## src/rtl/lap_stopwatch.sv

```systemverilog
// BCD stopwatch / countdown timer with lap hold, saturating preset load and done pulse.
// Digit layout: tenths, seconds units, seconds tens (0-5), then minute digits LSD first.
//
// state   | meaning
// PAUSED  | prescaler holds, time register frozen, mode follows mode_i
// RUNNING | prescaler advances, one tick per TICK_CYCLES cycles, mode frozen
module lap_stopwatch #(
  parameter int TICK_CYCLES = 10_000_000,
  parameter int MIN_DIGITS  = 1
) (
  input  logic                          clk_i,
  input  logic                          rst_i,
  input  logic                          start_i,
  input  logic                          clear_i,
  input  logic                          load_i,
  input  logic                          lap_i,
  input  logic                          mode_i,
  input  logic [4*(3+MIN_DIGITS)-1:0]   preset_i,
  output logic [4*(3+MIN_DIGITS)-1:0]   digits_o,
  output logic                          running_o,
  output logic                          lap_o,
  output logic                          done_o
);

  localparam int ND = 3 + MIN_DIGITS;
  localparam int W  = 4 * ND;
  localparam int CW = $clog2(TICK_CYCLES);
  localparam logic [CW-1:0] CNT_LAST = CW'(TICK_CYCLES - 1);
  localparam logic [W-1:0]  ONE      = W'(1);

  typedef enum logic {
    PAUSED  = 1'b0,
    RUNNING = 1'b1
  } run_e;

  run_e          state_q, state_d;
  logic [CW-1:0] cnt_q, cnt_d;
  logic [W-1:0]  t_q, t_d;
  logic [W-1:0]  l_q, l_d;
  logic [W-1:0]  p_q, p_d;
  logic          mode_q, mode_d;
  logic          lap_q, lap_d;
  logic          done_q, done_d;
  logic          running;
  logic          tick;
  logic          load_acc;
  logic [W-1:0]  preset_sat;

  function automatic logic [3:0] lim(input int i);
    return (i == 2) ? 4'd5 : 4'd9;
  endfunction

  function automatic logic [W-1:0] bcd_sat(input logic [W-1:0] v);
    logic [W-1:0] r;
    r = v;
    for (int i = 0; i < ND; i++)
      if (v[4*i +: 4] > lim(i)) r[4*i +: 4] = lim(i);
    return r;
  endfunction

  function automatic logic [W-1:0] bcd_inc(input logic [W-1:0] v);
    logic [W-1:0] r;
    logic         c;
    r = v;
    c = 1'b1;
    for (int i = 0; i < ND; i++) begin
      if (c) begin
        if (v[4*i +: 4] >= lim(i)) begin
          r[4*i +: 4] = 4'd0;
        end else begin
          r[4*i +: 4] = v[4*i +: 4] + 4'd1;
          c = 1'b0;
        end
      end
    end
    return r;
  endfunction

  function automatic logic [W-1:0] bcd_dec(input logic [W-1:0] v);
    logic [W-1:0] r;
    logic         b;
    r = v;
    b = 1'b1;
    for (int i = 0; i < ND; i++) begin
      if (b) begin
        if (v[4*i +: 4] == 4'd0) begin
          r[4*i +: 4] = lim(i);
        end else begin
          r[4*i +: 4] = v[4*i +: 4] - 4'd1;
          b = 1'b0;
        end
      end
    end
    return r;
  endfunction

  assign running    = (state_q == RUNNING);
  assign tick       = running && (cnt_q == CNT_LAST);
  assign load_acc   = load_i && !running && !clear_i;
  assign preset_sat = bcd_sat(preset_i);

  always_ff @(posedge clk_i or posedge rst_i) begin
    if (rst_i) state_q <= PAUSED;
    else       state_q <= state_d;
  end

  always_comb begin
    state_d = state_q;
    cnt_d   = cnt_q;
    t_d     = t_q;
    l_d     = l_q;
    p_d     = p_q;
    mode_d  = running ? mode_q : mode_i;
    lap_d   = lap_q;
    done_d  = 1'b0;

    if (running) cnt_d = tick ? '0 : cnt_q + CW'(1);

    if (tick) begin
      if (!mode_q) begin
        t_d = bcd_inc(t_q);
      end else if (t_q == ONE) begin
        t_d     = '0;
        state_d = PAUSED;
        done_d  = 1'b1;
      end else begin
        t_d = bcd_dec(t_q);
      end
    end

    // lap captures the registered value, so a same-cycle tick is not seen
    if (lap_i) begin
      if (running && !lap_q) begin
        l_d   = t_q;
        lap_d = 1'b1;
      end else if (lap_q) begin
        lap_d = 1'b0;
      end
    end

    if (load_acc) begin
      p_d = preset_sat;
      if (mode_i) t_d = preset_sat;
    end else if (start_i) begin
      if (running)                        state_d = PAUSED;
      else if (!(mode_q && t_q == '0))    state_d = RUNNING;
    end

    if (clear_i) begin
      state_d = PAUSED;
      cnt_d   = '0;
      lap_d   = 1'b0;
      done_d  = 1'b0;
      t_d     = mode_q ? p_q : '0;
    end
  end

  always_ff @(posedge clk_i or posedge rst_i) begin
    if (rst_i) begin
      cnt_q  <= '0;
      t_q    <= '0;
      l_q    <= '0;
      p_q    <= '0;
      mode_q <= 1'b0;
      lap_q  <= 1'b0;
      done_q <= 1'b0;
    end else begin
      cnt_q  <= cnt_d;
      t_q    <= t_d;
      l_q    <= l_d;
      p_q    <= p_d;
      mode_q <= mode_d;
      lap_q  <= lap_d;
      done_q <= done_d;
    end
  end

  assign digits_o  = lap_q ? l_q : t_q;
  assign running_o = running;
  assign lap_o     = lap_q;
  assign done_o    = done_q;

endmodule

```

## config.mk

```make
export PLATFORM = sky130hd
export DESIGN_NAME = lap_stopwatch
export DESIGN_NICKNAME = d
export VERILOG_FILES = /design/src/rtl/lap_stopwatch.sv
export SDC_FILE = /design/constraint.sdc
export NUM_CORES = 1
export LEC_CHECK = 0
export ABC_AREA = 1
export CAP_MARGIN = 20
export CORE_MARGIN = 1
export CORE_UTILIZATION = 55
export CTS_CLUSTER_DIAMETER = 100
export DETAILED_ROUTE_END_ITERATION = 8
export PLACE_DENSITY = 0.76
export SYNTH_ARGS = -nofsm -noshare
export SYNTH_HDL_FRONTEND = slang
export SYNTH_SLANG_ARGS = --single-unit
```

## constraint.sdc

```tcl
create_clock -name clk_i -period 3 [get_ports clk_i]
set_input_delay 0.9 -clock clk_i [delete_from_list [all_inputs] [get_ports clk_i]]
set_output_delay 0.9 -clock clk_i [all_outputs]
set_load 0.02 [all_outputs]
```

==> metrics.cfg, run 1 <==
[global_routing]
grt-ovfl-total=0
grt_pass1_wl_mm=24.1
antenna_found_initial=0
grt_usage_pct=30.7
grt_pass1_vias=4935
grt_max_degree=41

[clocking]
cts_sinks=76
hold_buffers=0
path_clk_slew_ns=0.08
post_cts_resized=0
cts_buffers=9
cts_htree_levels=3
root_buffer=clkbuf_8
cts_buffer_depth=2
cts_tree=done
cts_setup_buffers=0
insertion_delay_ns=0.36

[logic_synthesis]
synth_edf_count=0
yosysUniqueCellTypes=46
synthTopCellsByArea=dfrtp_1 (36%), nand2_1 (19%), o21ai_0 (5.9%)
synthCells=778
synth_top_area_cell=dfrtp_1
synth.avg_cell_area_um2=6.80
synth.most_common_cell=nand2_1
synth-seq-area-share_pct=36.0
synth_commonest_cells=nand2_1 (262), dfrtp_1 (76), nor2_1 (72)
syn_nets=815
synth.cell_area_um2=5290
synth_async_sr_flop_share_pct=100
netlist.area_leader.share_pct=36.0
yosys_warnings=0
synth_ff_type=dfrtp_1
ys_seq_elements=76

[flow_run]
drv_cap=0

[power_and_ir_drop]
vdd_ir_drop_max_uv=278
leakage_uw=0.00295
switchingPower_uw=1040
p_seq_share_pct=41.1
p_int_uw=1940
clkPwrFrac_pct=30.2
power.density_nw_per_um2=493
swShare_pct=34.9
combPwrFrac_pct=28.7

[place]
io_buffer_count=41
dp_cells=934
place_congestion=0.984
dp_hpwl_mm=10.7
dp_slack_ns=0.395

[routing]
drt_iter0_markers=445
drc_errors=0
viasPerCell=5.48
dr.pass1.iters=5
wl_per_cell_um=14.9
vias=5205
antenna_left=0
drt_wl_total_mm=14.1

[floorplanning]
dieArea_um2=10000
die_x_um=100
io_pins=42
core_area_um2=9280
rows=35
fp.dieH_um=100
initial_core_util_pct=57.0

[final_layout]
fin_nets=853
final_util_pct=65.3
instances_no_fill=950
n_antenna_cell=0
area_delta_synth_final_pct=14.6
drive_gt1_share_pct=8.53

[worst_setup_path]
cp.arrival_ns=1.91
worstSetupPathType=flop to primary output
start_kind=flop
cp.required_ns=2.10
end_kind=primary output
crit_fanout=7

[timing]
finalSetupTns_ns=0
final_hold_viol_count=0
slew-limit-headroom_pct=42.0
finalCriticalPeriod_ns=2.81
drv_slew=0
post-route-period-util_pct=93.6
worst_pin_slew_ns=0.868
skew_ns=0.0146
rsz0062_at_grt=false
finalSetupViolCount=0
layout_setup_ws_ns=0.193
timing.fmax_mhz=356

[run_status]
status=completed

[min_path]
holdCritPathClass=flop to flop

## metrics by stage
| stage | hold slack [ns] | instance area (um2) | power, uW |
|---|---|---|---|
| after global placement | 0.457 | 5840 | 2070 |
| after floorplan | 0.449 | 5290 | 1820 |
| after CTS | 0.483 | 6060 | 2990 |
| after global routing | 0.507 | 6060 | 3180 |
| final | 0.482 | 6060 | 2990 |
| after detailed placement | 0.469 | 5840 | 2090 |
## per-layer routing
metal	global-route usage [%]	routed length [um]
met2	44.2	5810
met1	46.6	6990
met3	5.92	1110
met4	8.92	211
met5	0	0
## kinds of logic after synthesis
kind of cell               after synthesis  synth area share [%]
xor gates and xnor gates                16                  2.65
and+or+nand+nor                        462                  39.6
DFF                                     76                  36.0
AOI/OAI and AO/OA                      106                  10.5
adders and majority gates               14                  3.31
buffers and inverters                  104                  7.95
## path summary, 6_finish.rpt
path	from	endpoint	slack [ns]	cells after the start
worst max-delay path	t_q[3]$_DFF_PP0_	digits_o[3]	0.19	3
worst min register to register	p_q[8]$_DFFE_PP0P_	t_q[8]$_DFF_PP0_	0.48	2
worst min-delay path	p_q[8]$_DFFE_PP0P_	t_q[8]$_DFF_PP0_	0.48	2
max in group asynchronous	rst_i	p_q[7]$_DFFE_PP0P_	1.42	3
min in group asynchronous	rst_i	cnt_q[19]$_DFFE_PP0P_	0.92	2
worst max register to register	t_q[0]$_DFF_PP0_	t_q[12]$_DFF_PP0_	0.71	13
## cell usage in the layout (no fill, tap or decap), types with 11 or more instances in the layout
cell,n
a21oi_1,28
buf_4,11
clkdlybuf4s50_1,41
dfrtp_1,76
ha_1,14
inv_1,65
inv_2,11
nand2_1,262
nand3_1,51
nand4_1,17
nor2_1,72
nor3_1,22
o21ai_0,62
xor2_1,14
## cell type report
| cell class | instances | area [um2] |
|---|---|---|
| flip-flops and latches | 76 | 1900 |
| fillers | 899 | 3220 |
| multi-input cells | 598 | 2970 |
| repair buffers | 53 | 513 |
| inverters | 78 | 293 |
| well taps | 129 | 161 |
| clock inverters | 5 | 85.1 |
| clock buffers | 11 | 141 |
## registers in the layout (all words and copies together), names as in the netlist
register,flops
done_o,1
l_q,16
p_q,16
mode_q,1
lap_o,1
cnt_q,24
t_q,16
running_o,1
## critical path, stage by stage (launching register included)
cell and delay [ns]:
dfrtp_1 0.59, inv_1 0.12, o21ai_0 0.21, clkdlybuf4s50_1 0.64
## power groups by stage
stage          registers [uW]  clock network [uW]  logic [uW]
6_report                 1230                 903         857
5_1_grt                  1240                 961         972
4_1_cts                  1230                 915         850
3_5_place_dp             1250                   0         846
3_3_place_gp             1240                   0         827
2_1_floorplan            1220                   0         608
(Power assumes the default switching activity.)
==> run 2: changes to the inputs <==
--- a/config.mk
+++ b/config.mk
@@ -5,13 +5,12 @@
 export SDC_FILE = /design/constraint.sdc
 export NUM_CORES = 1
 export LEC_CHECK = 0
-export ABC_AREA = 1
 export CAP_MARGIN = 20
 export CORE_MARGIN = 1
 export CORE_UTILIZATION = 55
 export CTS_CLUSTER_DIAMETER = 100
 export DETAILED_ROUTE_END_ITERATION = 8
-export PLACE_DENSITY = 0.76
+export PLACE_DENSITY = 0.77
 export SYNTH_ARGS = -nofsm -noshare
 export SYNTH_HDL_FRONTEND = slang
 export SYNTH_SLANG_ARGS = --single-unit
==> run 2 against run 1 <==
Compared with the run above:
- non-clock buffer count grew 16
- combinational power down 9.6%
- synthesized cell count is 30% lower
- sequential power hardly changed
- fmax decreased by 1.3%
- flip-flop and latch count unchanged
- final area down 8.0%
- hold slack gained 0.00066 ns
- register-to-register slack got worse by 0.52 ns
- critical path type unchanged
- largest cell class unchanged
- largest power group unchanged
==> metrics.cfg, run 2 <==
[global_routing]
grt_max_degree=28
grt_pass1_vias=4043
grt_util_met2_pct=42.7
grt_busiest_layer=met1
grt_usage_pct=29.8
antenna_found_initial=0
grt-ovfl-total=0
use_met1_pct=44.5
use_met3_pct=5.31
grt_pass1_wl_mm=20.4

[floorplanning]
core_area_um2=8300
initial_core_util_pct=57.2
fp.dieH_um=94.9
dieArea_um2=9000
die_x_um=94.9
rows=33
io_pins=42

[worst_setup_path]
worstSetupPathType=flop to primary output
endpoint=digits_o[3]
crit_path_cell_trace=inv_1 > o21ai_0 > clkdlybuf4s50_1
cp.arrival_ns=1.94
start_kind=flop
reg2reg_depth=7
crit_path_top_delay_cell=clkdlybuf4s50_1
end_kind=primary output
r2r_slack_ns=0.19
cp.required_ns=2.10
r2r_start=t_q[0]$_DFF_PP0_
slowest_delay_ns=0.62
reg2reg_to=t_q[15]$_DFF_PP0_
crit_fanout=12
startpoint=t_q[3]$_DFF_PP0_

[timing]
timing.fmax_mhz=352
finalSetupTns_ns=0
finalCriticalPeriod_ns=2.84
rsz0062_at_grt=false
final_hold_viol_count=0
skew_ns=0.0102
worst_pin_slew_ns=0.601
drv_slew=0
finalSetupViolCount=0
post-route-period-util_pct=94.8
slew-limit-headroom_pct=59.4

[place]
io_buffer_count=41
dpl-instance-area_um2=5400
dp_hpwl_mm=9.09
place_congestion=0.938

[clocking]
root_buffer=clkbuf_8
insertion_delay_ns=0.36
hold_buffers=0
cts_tree=done
path_clk_slew_ns=0.08
cts_buffer_depth=2
cts_setup_buffers=0
cts_htree_levels=3
post_cts_resized=1
cts_sinks=76
cts_buffers=9

[final_layout]
multi_input_area_um2=2610
n_fill_cell=683
drive_gt1_share_pct=11.2
postLayoutCellArea_um2=5570
regArea_um2=1900
top_register=cnt_q
n_antenna_cell=0
area_delta_synth_final_pct=17.5
layout_common_cells=dfrtp_1 (75), nand2_1 (61), o21ai_0 (52)
fin_nets=633
largest_reg_flops=24
final_util_pct=67.2
final_common_cell=dfrtp_1

[routing]
drc_errors=0
dr.pass1.iters=6
drt_iter0_markers=606
vias=4493
wl_per_cell_um=17.6
drt_wl_total_mm=12.4
viasPerCell=6.37
antenna_left=0

[logic_synthesis]
yosys_warnings=0
synth.avg_cell_area_um2=8.66
synth_edf_count=0
synth_top_area_cell=dfrtp_1
yosysUniqueCellTypes=62
synthTopCellsByArea=dfrtp_1 (40%), o21ai_0 (5.5%), nand2_1 (4.8%)
synth-seq-area-share_pct=40.1
synth.most_common_cell=dfrtp_1
synth_commonest_cells=dfrtp_1 (76), nand2_1 (61), o21ai_0 (52)
synthCells=548
netlist.area_leader.share_pct=40.1
ys_seq_elements=76
synth.cell_area_um2=4740
synth_async_sr_flop_share_pct=100
synth_ff_type=dfrtp_1
syn_nets=585

[min_path]
holdCritPathClass=flop to flop

[flow_run]
drv_cap=0

[power_and_ir_drop]
power.density_nw_per_um2=491
vdd_ir_drop_max_uv=291
leakage_uw=0.00223

[run_status]
status=completed

[run 2: changes by cell type after synthesis, sizes merged, moves of 13 or more]
cell / change
nand2: -210
inv: -48
nor2: -40
nand3: -33
o21ai: -15
xnor2: +15
nor4: +13
[run 2: where the power goes]
part / switching [uW] / leakage, uW / internal (uW) / total, uW
Combinational: 444 / 0.00115 / 332 / 775
Sequential: 112 / 0.00100 / 1130 / 1240
Clock: 400 / 0.0000766 / 319 / 719
[run 2: worst min path at each step]
stage,startpoint,end,cells after the start
6_report,l_q[8]$_DFFE_PP0P_,l_q[8]$_DFFE_PP0P_,2
5_1_grt,l_q[1]$_DFFE_PP0P_,l_q[1]$_DFFE_PP0P_,2
4_1_cts,l_q[1]$_DFFE_PP0P_,l_q[1]$_DFFE_PP0P_,2
3_5_place_dp,l_q[8]$_DFFE_PP0P_,l_q[8]$_DFFE_PP0P_,2
3_3_place_gp,l_q[12]$_DFFE_PP0P_,l_q[12]$_DFFE_PP0P_,2
2_1_floorplan,p_q[6]$_DFFE_PP0P_,p_q[6]$_DFFE_PP0P_,2
[run 2: kinds of logic (layout without fill, tap and decap cells)]
group	Yosys count	in the layout	synth area share (%)
muxes	12	12	2.82
xor gates and xnor gates	23	23	4.25
adders and majority gates	14	14	3.69
DFF	76	76	40.1
buffers and inverters	60	112	4.98
AOI/OAI and AO/OA	159	159	22.1
and+or+nand+nor	204	204	22.1
[run 2: critical path: cells and delay by family (launching register included)]
family / cells / cell delay (ns)
AOI/OAI and AO/OA: 1 / 0.18
DFF: 1 / 0.61
buffers and inverters: 2 / 0.80
[run 2: cell type report]
type / instances / share of cell area [%]
multi-input combinational: 412 / 46.9
clock buffer: 10 / 2.47
timing repair buffer: 69 / 11.6
tap: 105 / 2.36
sequential: 76 / 34.1
clock inverter: 5 / 0.696
inverter: 28 / 1.89
[run 2: metrics by stage]
| step | hold slack, ns | total power [uW] | instances | setup WS [ns] |
|---|---|---|---|---|
| 2_1_floorplan | 0.446 | 1730 | 548 | 0.162 |
| 5_1_grt | 0.506 | 2870 | 705 | 0.0424 |
| 4_1_cts | 0.487 | 2730 | 705 | 0.163 |
| 3_5_place_dp | 0.470 | 2020 | 690 | 0.155 |
| 3_3_place_gp | 0.462 | 2000 | 690 | 0.236 |
| 6_report | 0.483 | 2740 | 705 | 0.156 |
[run 2: per-layer routing]
metal | share of wire, % | wire length, um | vias to the layer above
met5 | 0 | 0 | -
met4 | 2.3 | 290 | 0
met3 | 7.9 | 975 | 33
met2 | 42 | 5210 | 244
met1 | 48 | 5920 | 2109
li1 | - | - | 2107
==> run 3: changes to the inputs <==
--- a/config.mk
+++ b/config.mk
@@ -5,7 +5,7 @@
 export SDC_FILE = /design/constraint.sdc
 export NUM_CORES = 1
 export LEC_CHECK = 0
-export CAP_MARGIN = 20
+export CAP_MARGIN = 10
 export CORE_MARGIN = 1
 export CORE_UTILIZATION = 55
 export CTS_CLUSTER_DIAMETER = 100
@@ -14,3 +14,4 @@
 export SYNTH_ARGS = -nofsm -noshare
 export SYNTH_HDL_FRONTEND = slang
 export SYNTH_SLANG_ARGS = --single-unit
+export TNS_END_PERCENT = 10
==> results of run 3 <==
Final layout, timing and power as in run 2 (identical DEF).
